`src/rtl/vga_plot_sink.sv`:
```
// Plot sink between a pixel-drawing engine and a framebuffer write port.
// Buffers in-range plots in a small FIFO and keeps running drawing statistics.
module vga_plot_sink #(
    parameter int SCREEN_W   = 160,
    parameter int SCREEN_H   = 120,
    parameter int FIFO_DEPTH = 4
) (
    input  logic        clk,
    input  logic        rst,
    input  logic [7:0]  vga_x,
    input  logic [6:0]  vga_y,
    input  logic [2:0]  vga_colour,
    input  logic        vga_plot,
    input  logic        clear_stats,
    output logic [14:0] fb_addr,
    output logic [2:0]  fb_data,
    output logic        fb_we,
    input  logic        fb_ready,
    output logic [14:0] pix_count,
    output logic [7:0]  oob_count,
    output logic [7:0]  bbox_xmin,
    output logic [7:0]  bbox_xmax,
    output logic [6:0]  bbox_ymin,
    output logic [6:0]  bbox_ymax,
    output logic        bbox_valid,
    output logic        overflow,
    output logic        idle
);

    localparam int PTR_W = (FIFO_DEPTH > 1) ? $clog2(FIFO_DEPTH) : 1;
    localparam int CNT_W = PTR_W + 1;
    localparam logic [8:0]       W_LIM   = 9'(SCREEN_W);
    localparam logic [7:0]       H_LIM   = 8'(SCREEN_H);
    localparam logic [CNT_W-1:0] DEPTH_C = CNT_W'(FIFO_DEPTH);

    typedef enum logic {ST_IDLE, ST_WRITE} state_t;

    state_t            state_reg, state_next;
    logic [17:0]       fifo_mem [FIFO_DEPTH];
    logic [PTR_W-1:0]  wr_ptr_reg, rd_ptr_reg;
    logic [CNT_W-1:0]  count_reg, count_next;

    logic [14:0] pix_count_reg;
    logic [7:0]  oob_count_reg;
    logic [7:0]  bbox_xmin_reg, bbox_xmax_reg;
    logic [6:0]  bbox_ymin_reg, bbox_ymax_reg;
    logic        bbox_valid_reg, overflow_reg;

    logic        in_range, plot_in, plot_oob, push, pop, dropped;
    logic [14:0] plot_addr;
    logic [17:0] head;

    assign in_range  = ({1'b0, vga_x} < W_LIM) && ({1'b0, vga_y} < H_LIM);
    assign plot_in   = vga_plot && in_range;
    assign plot_oob  = vga_plot && !in_range;
    assign plot_addr = 15'(vga_y) * 15'(SCREEN_W) + 15'(vga_x);
    assign head      = fifo_mem[rd_ptr_reg];

    assign pop     = fb_we && fb_ready;
    // A full FIFO still takes a new pixel when the head leaves on the same edge.
    assign push    = plot_in && ((count_reg < DEPTH_C) || pop);
    assign dropped = plot_in && !push;

    always_comb begin
        count_next = count_reg;
        case ({push, pop})
            2'b10:   count_next = count_reg + CNT_W'(1);
            2'b01:   count_next = count_reg - CNT_W'(1);
            default: count_next = count_reg;
        endcase
    end

    // Looking at the post-edge occupancy lets a fresh pixel reach fb_we next cycle.
    always_comb begin
        state_next = state_reg;
        fb_we      = 1'b0;
        fb_addr    = 15'd0;
        fb_data    = 3'd0;
        case (state_reg)
            ST_IDLE: begin
                if (count_next != '0) state_next = ST_WRITE;
            end
            ST_WRITE: begin
                fb_we   = 1'b1;
                fb_addr = head[17:3];
                fb_data = head[2:0];
                if (count_next == '0) state_next = ST_IDLE;
            end
            default: state_next = ST_IDLE;
        endcase
    end

    always_ff @(posedge clk) begin
        if (rst) begin
            state_reg  <= ST_IDLE;
            wr_ptr_reg <= '0;
            rd_ptr_reg <= '0;
            count_reg  <= '0;
        end else begin
            state_reg <= state_next;
            count_reg <= count_next;
            if (push) begin
                fifo_mem[wr_ptr_reg] <= {plot_addr, vga_colour};
                wr_ptr_reg           <= wr_ptr_reg + PTR_W'(1);
            end
            if (pop) rd_ptr_reg <= rd_ptr_reg + PTR_W'(1);
        end
    end

    always_ff @(posedge clk) begin
        if (rst || clear_stats) begin
            pix_count_reg  <= '0;
            oob_count_reg  <= '0;
            bbox_xmin_reg  <= '0;
            bbox_xmax_reg  <= '0;
            bbox_ymin_reg  <= '0;
            bbox_ymax_reg  <= '0;
            bbox_valid_reg <= 1'b0;
            overflow_reg   <= 1'b0;
        end else begin
            if (plot_oob && oob_count_reg != 8'hff)
                oob_count_reg <= oob_count_reg + 8'd1;
            if (dropped)
                overflow_reg <= 1'b1;
            if (push && pix_count_reg != 15'h7fff)
                pix_count_reg <= pix_count_reg + 15'd1;
            if (push && vga_colour != 3'b000) begin
                bbox_valid_reg <= 1'b1;
                if (!bbox_valid_reg) begin
                    bbox_xmin_reg <= vga_x;
                    bbox_xmax_reg <= vga_x;
                    bbox_ymin_reg <= vga_y;
                    bbox_ymax_reg <= vga_y;
                end else begin
                    if (vga_x < bbox_xmin_reg) bbox_xmin_reg <= vga_x;
                    if (vga_x > bbox_xmax_reg) bbox_xmax_reg <= vga_x;
                    if (vga_y < bbox_ymin_reg) bbox_ymin_reg <= vga_y;
                    if (vga_y > bbox_ymax_reg) bbox_ymax_reg <= vga_y;
                end
            end
        end
    end

    assign pix_count  = pix_count_reg;
    assign oob_count  = oob_count_reg;
    assign bbox_xmin  = bbox_xmin_reg;
    assign bbox_xmax  = bbox_xmax_reg;
    assign bbox_ymin  = bbox_ymin_reg;
    assign bbox_ymax  = bbox_ymax_reg;
    assign bbox_valid = bbox_valid_reg;
    assign overflow   = overflow_reg;
    assign idle       = (count_reg == '0) && !fb_we;

endmodule

```
`config.mk`:
```
export PLATFORM = sky130hd
export DESIGN_NAME = vga_plot_sink
export DESIGN_NICKNAME = d
export VERILOG_FILES = /design/src/rtl/vga_plot_sink.sv
export SDC_FILE = /design/constraint.sdc
export NUM_CORES = 1
export LEC_CHECK = 0
export ABC_AREA = 1
export CAP_MARGIN = 20
export CORE_MARGIN = 10
export CORE_UTILIZATION = 53
export CTS_CLUSTER_DIAMETER = 60
export DETAILED_ROUTE_END_ITERATION = 12
export PLACE_DENSITY = 0.84
export SYNTH_ARGS = -nofsm -noshare
export SYNTH_HDL_FRONTEND = slang
export SYNTH_SLANG_ARGS = --single-unit
```
`constraint.sdc`:
```
create_clock -name clk -period 2.7 [get_ports clk]
set_input_delay 0.54 -clock clk [delete_from_list [all_inputs] [get_ports clk]]
set_output_delay 0.54 -clock clk [all_outputs]
set_load 0.01 [all_outputs]
```
==> results <==
- The post-route worst hold slack is 0.473 ns.
- In this run the worst path has a maximum fanout of 14.
- The register bit count reported by yosys is between 100 and 150.
- The floorplan step set the die width to 135 um.
- The highest clock frequency the design can meet is 383 MHz.
- The placed instance area is ~8500 um2.
- The worst max-slew margin expressed relative to the limit is 0.468.
- The peak supply drop is between 0.4 and 0.5 mV.
- The least setup slack across all paths after layout is 0.0914 ns.
- Registers take 3460 um2.
- Dividing total power by cell area gives a power density of 629 nW/um2.
- Yosys mapped the design onto 35 distinct sky130hd cell types.
- After detailed routing, the total wire length is 17200 um.
- The largest net degree at the start of global routing is 35.
- In this run the clock root is driven by a clkbuf_16.
- The total overflow left after global routing is 0.
- Sorting the synthesized cells by how often they occur yields nor2_1, nand2_1, a21oi_1.
- The die covers between 15000 and 20000 um2.
- The quantity of I/O buffers inserted on ports is 97.
- The transition at the pin with the smallest max-transition slack is ~0.79 ns.
- In this run, the number of DRC markers left after iteration 0 of detailed routing was 456.
- Between clock sinks in the finished design, the worst skew comes to between 0.005 and 0.006 ns.
- Once detailed placement completed, the half-perimeter wirelength came to 11900 um.
- From synthesis to final layout, the design area changed by 30.1%.
- The total standard cell area after synthesis is 6980 um2.
- At the end of routability-driven placement, the weighted congestion stood at 0.849.
- The wire length of the first global-routing pass is around 28000 um.
- In the synthesized netlist, the number of instances is 813.
- Setup repair after global routing could not meet its margin everywhere.
- The total iterations of the first detailed-routing run is 8.
- The final worst-path cycle share is 0.966.
- The clock drives 137 sinks.
- Data on the critical path arrives at its endpoint at 2.07 ns.
- The run finished with clean final reports.
- The worst setup path is launched from a flop.
- The footprint of the multi-input gates is 3060 um2.
- Pin placement for this block handled 98 I/O pins.
- Once detail routing completed, the nets flagged for antenna violations numbered 0.
- Before CTS, the worst setup slack after placement is -0.340 ns.
- In the synthesized netlist the async set-or-reset flop fraction comes to 0.
- After layout, the minimum clock period comes to ~2.6 ns.
- The region available for standard cell placement spans around 13000 um2.
- The number of levels in the clock H-tree is 4.
- Setup violations remaining at the end of the flow were counted as 0.
- The number of clock buffers added by TritonCTS is 17.
- The cell count after placement is 1113.
- The number of antenna violations at the first check in global routing is 0.
- TritonCTS built the clock tree.
- The ratio of routed vias to standard cells is 5.24.
- The average instance area after synthesis is 8.59 um2.
- The effective utilization at floorplan is 0.547.
- The total global-route track usage is 0.191.
- The total vias in the final route is 5993.
- The clock latency on the worst-skew pair is around 0.41 ns.
- The number of nets in the layout is 1034.
- The number of global-route vias before repair was 5786.
- The floorplan has 41 rows.
- The share of synthesized area in the top cell type comes to 0.310.
- The required time of the worst setup path is about 2.2 ns.
- The ratio of cells with drive above 1 in the final layout is 0.102.
- The setup path with the least slack is of type reg -> out.
- The count of final hold-check violations is 0.
- The per-cell routed wire length is 15.1 um.
- The flip-flop count of the largest register, all copies and words added is 72.
- The most used flip-flop cell after synthesis is edfxtp_1.
- Yosys mapped a number of flops with a built-in enable equal to 72.
- The max-slew violation count is 0.
- For this run, design rule violations remaining after detail routing come to 0.
- For this run, the number of Yosys warnings is 0.
- Of all cell types, the one taking the most synthesized area is edfxtp_1.
- Summed over all cells, the static leakage comes to 3.55 nW.
- After the flow finishes, the layout carries non-filler instances totaling 1144.
- Counting along the longest clock path gives a buffer depth of 2.
- The fill cell total of the finished layout is 897.
- The sequential cell area fraction in the yosys report is 0.496.
- Clock-pin slew was measured on the worst setup and hold paths at 0.05 ns.
- The most frequent cell after synthesis is nor2_1.
- STA classifies the critical path endpoint as an output pin.
- The cell area after layout is between 9000 and 10000 um2.
- The max-capacitance violation count is 0.
- The number of antenna diodes in the final layout is 0.
- Measured along the y axis, the die boundary spans 135 um.
- The number of nets produced by synthesis is slightly below 900.
- By area the synthesized netlist is led by edfxtp_1, dfxtp_1, ha_1.
- The class of the tightest hold or removal check is reg -> reg.
[area by class of cell]
cell class,count,area share
clock buffers,21,0.0485
multi-input cells,561,0.337
inverters,88,0.0368
clock inverters,10,0.00881
repair buffers,155,0.164
flip-flops and latches,137,0.381
well taps,172,0.0237
[stage by stage]
step           TNS [ns]   util  total power, mW
3_5_place_dp      -5.09  0.668             3.68
2_1_floorplan         0      -             3.09
4_1_cts               0  0.710             5.76
5_1_grt        -0.00807  0.712             6.00
6_report              0  0.712             5.72
3_3_place_gp      -3.23  0.668             3.64
[cells in the final DEF, fill, tap and decap left out, types with 17 or more instances in the layout]
cell type        instances
clkbuf_16               17
buf_4                   50
o21ai_0                 48
clkdlybuf4s50_1         95
inv_1                   82
edfxtp_1                72
a21oi_1                 87
dfxtp_1                 64
nor2_1                 136
nand2_1                133
ha_1                    48
nand3_1                 49
[worst paths after layout]
| kind | from | to | slack (ns) | depth (start not counted) |
|---|---|---|---|---|
| setup reg to reg | state_reg | state_reg | 0.71 | 13 |
| hold / removal | bbox_ymin[4] | bbox_ymin[4] | 0.47 | 2 |
| setup / recovery | flop | fb_addr[10] | 0.09 | 6 |
| hold reg to reg | bbox_ymin[4] | bbox_ymin[4] | 0.47 | 2 |
[power by group]
| group | leakage (nW) | switching (mW) | internal, mW |
|---|---|---|---|
| sequential | 1.18 | 0.0588 | 2.31 |
| combinational | 2.13 | 0.703 | 0.580 |
| clock | 0.249 | 0.820 | 1.24 |
[kinds of logic (layout without fill, tap and decap cells)]
| group | after synthesis | count (layout) | synth area share |
|---|---|---|---|
| AO/OA/AOI/OAI | 143 | 143 | 0.105 |
| XOR/XNOR | 24 | 24 | 0.0301 |
| adder cells (fa/ha/maj) | 51 | 51 | 0.0946 |
| buffers and inverters | 115 | 274 | 0.0679 |
| flip-flops | 137 | 137 | 0.496 |
| AND/OR/NAND/NOR | 343 | 343 | 0.207 |
[repair_timing]
action / 4_1_cts / 5_1_grt
endpoints found under the hold margin: 0 / 0
gates resized for setup: 4 / 5
endpoints found under the setup margin: 8 / 6
pin swaps: 0 / 2
hold buffers: 0 / 0
buffers inserted: 0 / 0
[metal layers]
layer  up-vias  routed length, um  track usage
met5         -                  0            0
met4         0                180       0.0593
li1       2992                  -            -
met2       194               8470        0.327
met3        16               1220       0.0556
met1      2791               7360        0.225
[critical path, cell delays in order (launching register included)]
cell             delay [ns]
dfxtp_2                0.40
buf_6                  0.19
nor2_1                 0.06
nor2_1                 0.09
o21ai_0                0.10
a21oi_1                0.23
clkdlybuf4s50_1        0.58
No activity file was read; power rests on OpenSTA's default activity.
